### src/rtl/p_i_cache_line_fill_responder_pkg.sv
// Shared definitions for the cache line-fill responders (I-cache and D-cache).
// Fill FSM state encoding, line/beat geometry and the line-alignment helper.
package p_i_cache_line_fill_responder_pkg;

   localparam int S_OFFSET   = 5;
   localparam int S_LINE     = 256;
   localparam int S_BEAT     = 64;
   localparam int NUM_BEATS  = 4;
   localparam int BEAT_IDX_W = 2;

   localparam logic [BEAT_IDX_W-1:0] LAST_BEAT = 2'd3;

   typedef enum logic [1:0] {
      IDLE = 2'd0,
      READ = 2'd1,
      DONE = 2'd2
   } fill_state_e;

   // Clear the line-offset bits so the burst always starts on a line boundary
   function automatic logic [31:0] line_align(input logic [31:0] addr);
      return {addr[31:S_OFFSET], {S_OFFSET{1'b0}}};
   endfunction

endpackage

### src/rtl/p_i_cache_line_fill_responder_line_fill_buffer.sv
// Line buffer: NUM_BEATS x S_BEAT registers written one beat at a time by index,
// presented as one flat line with beat i at bits [64i+63:64i].
module p_i_cache_line_fill_responder_line_fill_buffer
   import p_i_cache_line_fill_responder_pkg::*;
(
   input  logic                  clk,
   input  logic                  rst_n,
   input  logic                  we,
   input  logic [BEAT_IDX_W-1:0] idx,
   input  logic [S_BEAT-1:0]     wdata,
   output logic [S_LINE-1:0]     line
);

   logic [S_BEAT-1:0] slot_r [NUM_BEATS];

   // Capture the incoming beat into its slot; reset empties the whole line
   always_ff @(posedge clk or negedge rst_n) begin
      if (!rst_n) begin
         for (int i = 0; i < NUM_BEATS; i++) begin
            slot_r[i] <= '0;
         end
      end else if (we) begin
         slot_r[idx] <= wdata;
      end
   end

   // Flatten the slots into the line in beat order
   always_comb begin
      line = '0;
      for (int i = 0; i < NUM_BEATS; i++) begin
         line[i*S_BEAT +: S_BEAT] = slot_r[i];
      end
   end

endmodule

### src/rtl/p_i_cache_line_fill_responder.sv
// Memory-side responder for the I-cache line fill: one 4-beat burst per request,
// beats assembled into a line buffer, line returned with a single-cycle pmem_resp.
module p_i_cache_line_fill_responder
   import p_i_cache_line_fill_responder_pkg::*;
(
   input  logic              clk,
   input  logic              rst,
   input  logic              pmem_read,
   input  logic [31:0]       pmem_address,
   output logic [S_LINE-1:0] pmem_rdata,
   output logic              pmem_resp,
   output logic              burst_read,
   output logic [31:0]       burst_address,
   input  logic [S_BEAT-1:0] burst_rdata,
   input  logic              burst_resp,
   output logic              busy
);

   fill_state_e           state_r;
   fill_state_e           state_s;
   logic [BEAT_IDX_W-1:0] cnt_r;
   logic [31:0]           addr_r;
   logic                  beat_we_s;
   logic                  pmem_resp_r;
   logic                  burst_read_r;
   logic                  busy_r;

   // Next-state decode; beats are only accepted while the burst is in flight
   always_comb begin
      state_s   = state_r;
      beat_we_s = 1'b0;
      case (state_r)
         IDLE: begin
            if (pmem_read) begin
               state_s = READ;
            end else begin
               state_s = IDLE;
            end
         end
         READ: begin
            if (burst_resp) begin
               beat_we_s = 1'b1;
               if (cnt_r == LAST_BEAT) begin
                  state_s = DONE;
               end else begin
                  state_s = READ;
               end
            end else begin
               state_s = READ;
            end
         end
         DONE: begin
            state_s = IDLE;
         end
         default: begin
            state_s = IDLE;
         end
      endcase
   end

   // Fill FSM state register
   always_ff @(posedge clk or negedge rst) begin
      if (!rst) begin
         state_r <= IDLE;
      end else begin
         state_r <= state_s;
      end
   end

   // Latch the aligned address at request time and count accepted beats
   always_ff @(posedge clk or negedge rst) begin
      if (!rst) begin
         addr_r <= 32'h0000_0000;
         cnt_r  <= '0;
      end else if ((state_r == IDLE) && pmem_read) begin
         addr_r <= line_align(pmem_address);
         cnt_r  <= '0;
      end else if (beat_we_s) begin
         cnt_r <= cnt_r + 2'd1;
      end
   end

   // Outputs registered from the next state so they line up with the state they describe
   always_ff @(posedge clk or negedge rst) begin
      if (!rst) begin
         pmem_resp_r  <= 1'b0;
         burst_read_r <= 1'b0;
         busy_r       <= 1'b0;
      end else begin
         pmem_resp_r  <= (state_s == DONE);
         burst_read_r <= (state_s == READ);
         busy_r       <= (state_s != IDLE);
      end
   end

   p_i_cache_line_fill_responder_line_fill_buffer u_line_buf (
      .clk   (clk),
      .rst_n (rst),
      .we    (beat_we_s),
      .idx   (cnt_r),
      .wdata (burst_rdata),
      .line  (pmem_rdata)
   );

   assign pmem_resp     = pmem_resp_r;
   assign burst_read    = burst_read_r;
   assign burst_address = addr_r;
   assign busy          = busy_r;

endmodule

### config.mk
export PLATFORM = sky130hd
export DESIGN_NAME = p_i_cache_line_fill_responder
export DESIGN_NICKNAME = d
export VERILOG_FILES = /design/src/rtl/p_i_cache_line_fill_responder_pkg.sv /design/src/rtl/p_i_cache_line_fill_responder_line_fill_buffer.sv /design/src/rtl/p_i_cache_line_fill_responder.sv
export SDC_FILE = /design/constraint.sdc
export NUM_CORES = 1
export LEC_CHECK = 0
export CAP_MARGIN = 20
export CORE_MARGIN = 8
export CORE_UTILIZATION = 30
export CTS_BUF_LIST = sky130_fd_sc_hd__clkbuf_16
export CTS_CLUSTER_SIZE = 16
export DETAILED_ROUTE_END_ITERATION = 12
export PLACE_DENSITY_LB_ADDON = 0.25
export SLEW_MARGIN = 30
export SYNTH_ARGS = -nofsm -noshare
export SYNTH_HDL_FRONTEND = slang
export SYNTH_SLANG_ARGS = --single-unit
### constraint.sdc
create_clock -name clk -period 3.1 [get_ports clk]
set_clock_uncertainty 0.1 [all_clocks]
set_input_delay 0.31 -clock clk [delete_from_list [all_inputs] [get_ports clk]]
set_output_delay 0.31 -clock clk [all_outputs]
set_load 0.01 [all_outputs]
# Yosys cells after proc, flatten, opt, wreduce, memory -nomap -nowiden
# Index checks and enable logic that the tools add are counted.
dict set report classes {
  n_lt_le_gt_ge 2
  addsub 1
  n_eq_ne 4
  bitwise 1
  n_mux 11
  n_reduce_logical 5
}
# operator n
set ops {}
lappend ops {{256-bit bitwise mux} 1}
lappend ops {{64-bit demux with 2-bit select} 1}
lappend ops {{64-bit two-way mux} 1}
lappend ops {{2-bit two-way mux} 4}
lappend ops {{2-bit by 1-bit == test with 1-bit output (second input constant)} 2}
lappend ops {{2-bit == test (second input constant)} 2}
lappend ops {{2-bit one-hot mux with 2 select lines} 1}
lappend ops {{2-bit nonzero test} 2}
lappend ops {{3-bit greater-or-equal comparator (second input constant)} 1}
lappend ops {{3-bit by 1-bit less-than comparator with 1-bit output (second input constant)} 1}
lappend ops {{1-bit two-way mux} 3}
lappend ops {{2-bit inverter with 3-bit output} 1}
lappend ops {{2-bit by 1-bit adder with 2-bit output (second input constant)} 1}
lappend ops {{1-bit logical AND} 2}
lappend ops {{2-bit logical NOT} 1}
dict set report word_totals {
  elab_cells 34
  out_inout_bits 291
  in_bits 100
  reg_bits 290
}

# Logic depth before layout (Yosys ltp)
dict set report depth {
  word_depth 6
  depth_mapped 6
  mapped_depth_nobuf 4
}

# Hierarchy
# From an unflattened synthesis, not the netlist that was laid out.
dict set report hier_totals {
  cells_unflattened 630
  hier_area_um2 11044.3
}
# module cells_per_inst area_per_inst_um2 seq_area_each_um2 instances
set by_module_without_submodules {}
lappend by_module_without_submodules {p_i_cache_line_fill_responder_line_fill_buffer 543 9581.7 6406.1 1}
lappend by_module_without_submodules {p_i_cache_line_fill_responder 87 1462.7 850.8 1}

# Least setup slack after synthesis
# No wires, ideal clock.
dict set report synth_path {
  path_type {register to register}
  from {register cnt_r[0]}
  to {register u_line_buf.slot_r (netlist bit u_line_buf.line[236])}
  n_path_buf 1
  synth_period_minus_slack_ps 1622
  arrival_ps 1398
  required_ps 2875
  stages_incl_launch_ff 6
  setup_ps 125
  path_slack_ps 1478
  path_cell_list {dfrtp_1 ha_1 nand4b_4 inv_1 buf_4 mux2_2}
}
dict set report synth_via {
  elab_chain_len 6
  word_cells_on_any_way 7
  cone_classes {order compare (2); mux (3); bitwise (1); reduce/logical (1)}
}
# element line_no
set synth_rtl {}
lappend synth_rtl {{start, declared} p_i_cache_line_fill_responder.sv:21} ;# logic [BEAT_IDX_W-1:0] cnt_r;
lappend synth_rtl {{start signal, assigned} p_i_cache_line_fill_responder.sv:79} ;# cnt_r <= cnt_r + 2'd1;
lappend synth_rtl {{2-bit inverter with 3-bit output (implied by the code) (*)} p_i_cache_line_fill_responder_line_fill_buffer.sv:23} ;# slot_r[idx] <= wdata;
lappend synth_rtl {{3-bit greater-or-equal comparator (implied by the code) or 3-bit by 1-bit less-than comparator with 1-bit output (tied branches)} p_i_cache_line_fill_responder_line_fill_buffer.sv:23}
lappend synth_rtl {{1-bit logical AND (implied by the code)} p_i_cache_line_fill_responder_line_fill_buffer.sv:23}
lappend synth_rtl {{64-bit two-way mux (implied by the code)} p_i_cache_line_fill_responder_line_fill_buffer.sv:23}
lappend synth_rtl {{64-bit demux with 2-bit select (*)} p_i_cache_line_fill_responder_line_fill_buffer.sv:23}
lappend synth_rtl {{256-bit bitwise mux (*)} p_i_cache_line_fill_responder_line_fill_buffer.sv:23}
lappend synth_rtl {{end signal, assigned by index} p_i_cache_line_fill_responder_line_fill_buffer.sv:23}
lappend synth_rtl {{end, declared} p_i_cache_line_fill_responder_line_fill_buffer.sv:14} ;# logic [S_BEAT-1:0] slot_r [NUM_BEATS];
# Mark *: on every way between the ends. The rest lies on a longest branch, timed or not.
# A chain may end at the register's enable or synchronous reset.

# Worst setup path in the final report
dict set report layout_path {
  from {register cnt_r[1]}
  to {register u_line_buf.slot_r (netlist bit u_line_buf.line[64])}
}
# The elaborated chain is that of the path after synthesis.

==> impl.org <==
** Status
- Outcome :: complete, no violations

** Detailed routing
- The pre-antenna-repair detailed-routing pass consisted of 4 iterations.
- Vias :: 6783
- Average via count per standard cell :: 4.31
- The count of nets left with antenna violations once routing finished came out at 0.
- After detailed routing, the number of remaining DRC violations is 0.
- The first routing iteration left 231 violations.
- In the final routed layout, each cell accounts on average for just over 20 microns.
- For this block, the routed nets add up to between 30000 and 40000 microns of wire.

** Synth
- By area the synthesized netlist is led by dfrtp_1 61%, mux2_4 23%, mux2_2 9.8%.
- Summed over all instances, the cell type with the most area after synthesis is dfrtp_1.
- Post-Syn Instances :: 634
- Of the total synthesized cell area, the portion taken by full adders, half adders and majority gates is 0.00423.
- Yosys instantiated no cell more often than dfrtp_1.
- Of the total synthesized cell area, the portion taken by AND, OR, NAND and NOR gates is 0.00941.
- Average footprint of a synthesized cell :: about 19 sq um
- Yosys mapped the design onto 19 distinct sky130hd cell types.
- After synthesis, the largest family of logic cells by area is multiplexers.
- For this run, the leading register cell type out of synthesis is dfrtp_1.
- Total of warnings raised by yosys :: 0
- Synthesized-area fraction occupied by xor and xnor cells :: 0
- Synthesis inferred 290 register bits.
- List of most frequent post-synthesis cells :: 290 x dfrtp_1, 180 x mux2_4, 103 x mux2_2
- Fraction of the mapped netlist area in compound gates :: 0.00211
- Of the synthesized area, sequential elements account for 0.613.
- Measured against the total synthesized area, the mux share comes to 0.326.
- Synth top area share :: 0.613
- Post-Syn Area :: ~12000 sq um
- Post-synth ARST share :: 1.00
- Post-synth EDFFs :: 0

** Global route
- Overall global routing resource usage :: 0.138
- Total congestion overflow after global routing :: 0
- The initial antenna violation count was 0.
- The number of global-route vias before repair was 7644.
- Wire length of the first global-routing pass :: 50000 microns
- Entering global routing, the biggest net connects 84 pins.

** Clocking
- The H-tree generated during clock tree synthesis spans 2 levels.
- Maximum buffer depth of the clock tree :: 3
- Clock latency on the worst-skew pair, taken at its later pin, is 0.52 ns.
- Clock Sinks :: 290
- Total CTS buffers :: 35
- The cell sitting at the root of the clock tree is a clkbuf_16.
- Clock transition at path regs :: about 0.060 ns
- TritonCTS built the clock tree.

** Worst setup path
- Largest incremental delay on the critical path :: 0.50 ns
- CP Launch Point :: cnt_r[1]$_DFFE_PN0P_
- STA puts the critical path data arrival time at 2.27 ns.
- Cell type group with the largest total delay on the critical path :: buffers and inverters
- The startpoint identified for the worst register-to-register timing path is cnt_r[1]$_DFFE_PN0P_.
- By startpoint and endpoint, the worst setup path is classified as reg2reg.
- The number of buffers and inverters on the critical path is 2.
- CP endpoint kind :: flip-flop
- Worst Path Max Fanout :: 64
- CP startpoint kind :: flip-flop
- Among all stages on the critical path, the largest delay is contributed by buf_12.
- For the worst setup path, the data required time is roughly 3.4 ns.
- Traced cell by cell, the critical path runs through inv_1 -> ha_1 -> nand4b_1 -> buf_12 -> mux2_2.

** STA
- RSZ-0062 raised after global routing :: no
- The final max-slew violation count was 0.
- Setup slack on the critical path of the routed design comes to between 1 and 1.5 ns.
- For this run, the top clock speed supported by timing is between 500 and 600 MHz.
- Post-route worst hold slack :: 0.283 ns
- Setup_tns :: 0 ns
- The worst pin sits at a relative slew slack of 0.518.
- Count of final setup violators :: 0
- Tmin final :: 1.97 ns
- Hold violation count in the final report :: 0
- Post-route fraction of the period consumed by the critical path :: 0.636
- Worst-margin pin slew :: 0.723 ns

** Floorplan
- From left edge to right edge, the die measures between 200 and 250 microns.
- The total area inside the core boundary comes to 38800 sq um.
- Die footprint :: approximately 46000 sq um
- The die is 215 microns tall.
- The initial utilization of the core area, before any placement, comes to 0.305.
- During I/O placement, the number of pins put on the boundary was 391.
- Row generation in the floorplan step produced 72 rows.

** Place
- Setup Slack @ Placement :: around 0.80 ns
- Routability-driven placement finished with a final weighted congestion of ~0.7.
- The count of buffers added on input and output ports is 380.
- Once detailed placement completed, the half-perimeter wirelength came to 21800 microns.

** Layout
- In the final layout, the share of cells above drive strength 1 is 0.330.
- Number of antenna repair diodes :: 0
- Number of nets in the layout :: 1138
- Once layout is complete, the utilization of the core stands at 0.439.
- From synthesis to final layout, the design area changed by 44.1%.

** Worst hold path
- The path class of the tightest hold or removal check is in2async.

** Flow run
- The tool flagged a number of max-cap violations equal to 0.

** Power
- Dividing total power by cell area gives a power density of 1150 nW/um^2.
- The worst-case IR drop observed on VDD is 0.494 mV.
- Leakage Power :: 7.82 nW
layout by cell type, fill, tap and decap left out, drive strengths merged, types with 2 or more instances in the layout:
| cell type | Yosys | layout |
|---|---|---|
| and2 | 2 | 2 |
| o211ai | 2 | 2 |
| conb | 1 | 5 |
| dfrtp | 290 | 290 |
| ha | 4 | 4 |
| nand3b | 2 | 2 |
| buf | 37 | 16 |
| inv | 4 | 11 |
| mux2 | 283 | 283 |
| clkdlybuf4s50 | 0 | 379 |
| clkinv | 0 | 13 |
| nand4b | 5 | 5 |
| clkbuf | 0 | 37 |
layer usage:
layer,global-route usage,vias to the layer above,routed length (microns)
li1,-,3023,-
met1,0.174,3454,14200
met2,0.211,256,14500
met3,0.0606,50,3000
met4,0.0459,0,722
met5,0,-,0
sequential cells by signal, summed over array words and instances, names as in the netlist:
register,cells
burst_read,1
busy,1
state_r,2
cnt_r,2
burst_address,27
u_line_buf.line,256
pmem_resp,1
worst paths after layout:
kind | end | slack, ns | cells after the start
min in group clk | burst_address[28]$_DFFE_PN0N_ | 0.30 | 2
min reg2reg | u_line_buf.line[228]$_DFFE_PN0P_ | 0.40 | 1
max reg2reg | u_line_buf.line[64]$_DFFE_PN0P_ | 1.13 | 5
max | u_line_buf.line[64]$_DFFE_PN0P_ | 1.13 | 5
max in group asynchronous | u_line_buf.line[246]$_DFFE_PN0P_ | 1.72 | 3
min | u_line_buf.line[90]$_DFFE_PN0P_ | 0.28 | 2
cell families (layout without fill, tap and decap cells):
family                   after synthesis  after routing
AO/OA/AOI/OAI                          3              3
other                                  1              5
adder cells (fa/ha/maj)                4              4
AND/OR/NAND/NOR                       12             12
flip-flops                           290            290
multiplexers                         283            283
buffers and inverters                 41            458
repair_timing:
action / CTS / global route
gates resized for setup: 0 / 0
hold buffers: 1 / 0
endpoints found under the hold margin: 76 / 0
buffers inserted: 0 / 0
area by class of cell:
class                   instances  area [sq um]
inverters                       4          15.0
multi-input cells             307          4070
repair buffers                396          4040
flip-flops and latches        290          7260
clock buffers                  37           926
fillers                      3480         21800
clock inverters                21          95.1
well taps                     518           648
metrics by stage:
step | instances | instance area, sq um | power (mW)
after floorplan | 638 | 11900 | 11.3
after global placement | 1514 | 16000 | 16.1
after detailed placement | 1514 | 16000 | 16.2
after CTS | 1573 | 17100 | 20.0
after global routing | 1573 | 17100 | 20.8
final | 1573 | 17100 | 19.7
power by group:
group	switching [mW]	total, mW	internal, mW	leakage [nW]
logic	3.27	9.17	5.90	3.84
registers	1.09	6.82	5.72	3.45
clock network	1.56	3.69	2.14	0.530
Note: power is estimated with default switching activity, not from simulation.
==> variant, RTL diff (config.mk and constraints unchanged) <==
Register the output `pmem_rdata`; this adds one clock of latency there. The other outputs are not delayed to match.
--- a/src/rtl/p_i_cache_line_fill_responder.sv
+++ b/src/rtl/p_i_cache_line_fill_responder.sv
@@ -16,4 +16,6 @@
    output logic              busy
 );
+
+   logic [S_LINE-1:0] pmem_rdata_d;
 
    fill_state_e           state_r;
@@ -100,5 +102,5 @@
       .idx   (cnt_r),
       .wdata (burst_rdata),
-      .line  (pmem_rdata)
+      .line  (pmem_rdata_d)
    );
 
@@ -108,4 +110,12 @@
    assign busy          = busy_r;
 
+   always_ff @(posedge clk or negedge rst) begin
+      if (!rst) begin
+         pmem_rdata <= '0;
+      end else begin
+         pmem_rdata <= pmem_rdata_d;
+      end
+   end
+
 endmodule
 
Behaviour: not the same (Yosys sat finds a counterexample within 4 cycles, from zero or initial values and one cycle with rst low).
==> variant against the unedited design <==
- count of clock-buffer cells in the layout grew 20
- global-route usage shrank 1.7 points
- worst setup slack better by 13 ps
- via count is 31% higher
- power is 43% higher
- first-iteration DRC count rose by 35%
- wire length grew 30%
- area after synthesis up 53%
- design area is 44% higher
- utilization shrank 3.0 points
- combinational power is 2% higher
- cell count increased by 36%
- sequential cell count up 256
- critical endpoint is now u_line_buf.line[224]
- largest cell class unchanged
- highest routed layer unchanged
==> variant: results (changes against the unedited design) <==
Global route
  • Global-route usage over all layers: 0.121 (-0.0169)
  • Number of global-route vias before repair: 10000 (+31%)
  • Largest net degree at the start of global routing: 91 (+8.3%)
  • First-pass GRT wire length: 63500 um (+27%)
  • Grt met3 use: 0.0446 (-0.0160)
  • Met2 usage: 0.198 (-0.0132)
  • GRT met1 Usage: 0.151 (-0.0229)
  • Initial antenna violation count: 0 (unchanged)

Layout
  • Layout cell share with drive strength beyond 1: 0.284 (-0.0464)
  • Fin nets: 1425 (+25%)
  • Antenna Diode Count: 0 (unchanged)

Routing
  • Routed wl met2: 20100 um (+39%)
  • Met3 routed WL: 3540 um (+18%)
  • Met1 wire length: 17600 um (+24%)
  • Final Routed Wirelength: 42100 um (+30%)
  • Initial DRC Count: 311 (+35%)
  • Via count: 8897 (+31%)
  • Via/cell ratio: 4.16 (-3.6%)
  • Highest metal used: met4

Clock tree
  • Root Buffer: clkbuf_16
  • CTS Buf Count: 57 (+63%)
  • Post-CTS Resized: 0 (unchanged)
  • Clock slew at reported path FFs: 70 ps
  • Worst-skew pair later-pin latency: 590 ps (+70 ps)

Place
  • Post-Place Cell Area: 0.0228 mm2 (+43%)
  • Cell count after placement: 2043 (+35%)
  • Dpl hpwl: 27900 um (+28%)
  • Port Buffers: 380 (unchanged)
  • Final Wtd Congestion: 0.716 (+2.2%)

Synth
  • Async S/R FF share, synth: 1.00 (unchanged)
  • Largest cells by area after synthesis: dfrtp_1, mux2_4, mux2_2, buf_6, buf_4
  • Seq/Total Area, Yosys: 0.755 (+0.142)
  • Top cells by count, synth: dfrtp_1, mux2_4, mux2_2
  • Synth cell types: 20 (+1)
  • Mapped Cells: 891 (+41%)

Worst setup path
  • CP Max Fanout: 30 (-53%)
  • WP data arrival: 2330 ps (+60 ps)
  • Max stage delay cell, worst path: buf_4
  • Critical path's top delay family: buffers and inverters
  • Largest stage delay, worst path: 470 ps (-30 ps)

Power
  • VDD IR max: 508 uV (+2.8%)
  • Leak Pwr: 0.0113 uW (+44%)

Status
  • Outcome: completed

STA
  • Worst-Margin Slew: 613 ps (-110 ps)

Worst hold path
  • Worst hold-check path type: input pin to async pin
## variant: cell types whose count changed after synthesis
cell	unedited run	this run
buf_6	6	24
nand2_1	0	1
or4bb_2	1	0
buf_2	5	3
buf_4	8	11
o221ai_1	0	1
nand4b_4	1	0
o211ai_1	2	1
buf_12	18	0
dfrtp_1	290	546
nand4b_2	0	1
nand4bb_1	0	1
nand3b_1	2	1
## variant: logic make-up after synthesis
family          share of synthesized area
fa+ha+maj                         0.00277
mux                                 0.214
flops                               0.755
buf+inv                            0.0212
compound gates                    0.00145
other cells                      0.000207
simple gates                      0.00540
## variant: per-stage QoR
step | total power [uW] | util | hold slack (ps) | setup WS (ps)
after floorplan | 16500 | - | -85.6 | 1500
after global placement | 21800 | 0.381 | 245 | 787
after detailed placement | 22000 | 0.381 | 251 | 778
after CTS | 28600 | 0.410 | 187 | 1060
after global routing | 29600 | 0.410 | 210 | 1060
final | 28100 | 0.410 | 215 | 1140
## variant: cell type report
class                   instances  area, um2
multi-input cells             307       4070
flip-flops and latches        546      13700
repair buffers                405       4120
fillers                      5441      35400
inverters                       4       15.0
clock inverters                39        315
well taps                     782        978
clock buffers                  57       1430
## variant: worst paths after layout
check                                      from                   end  slack (ps)  cells past startpoint
min in group clk               pmem_address[20]     burst_address[20]         240                      2
setup / recovery                       cnt_r[0]  u_line_buf.line[224]        1140                      4
hold reg to reg            u_line_buf.line[137]       pmem_rdata[137]         260                      0
max in group asynchronous                   rst   u_line_buf.line[56]        1790                      3
setup reg to reg                       cnt_r[0]  u_line_buf.line[224]        1140                      4
hold / removal                              rst   u_line_buf.line[22]         220                      2
## variant: where the power goes
group / leakage [uW] / switching, uW / internal (uW)
combinational: 0.00390 / 3380 / 5930
sequential: 0.00650 / 1610 / 10700
clock: 0.000897 / 2710 / 3720
total: 0.0113 / 7700 / 20400
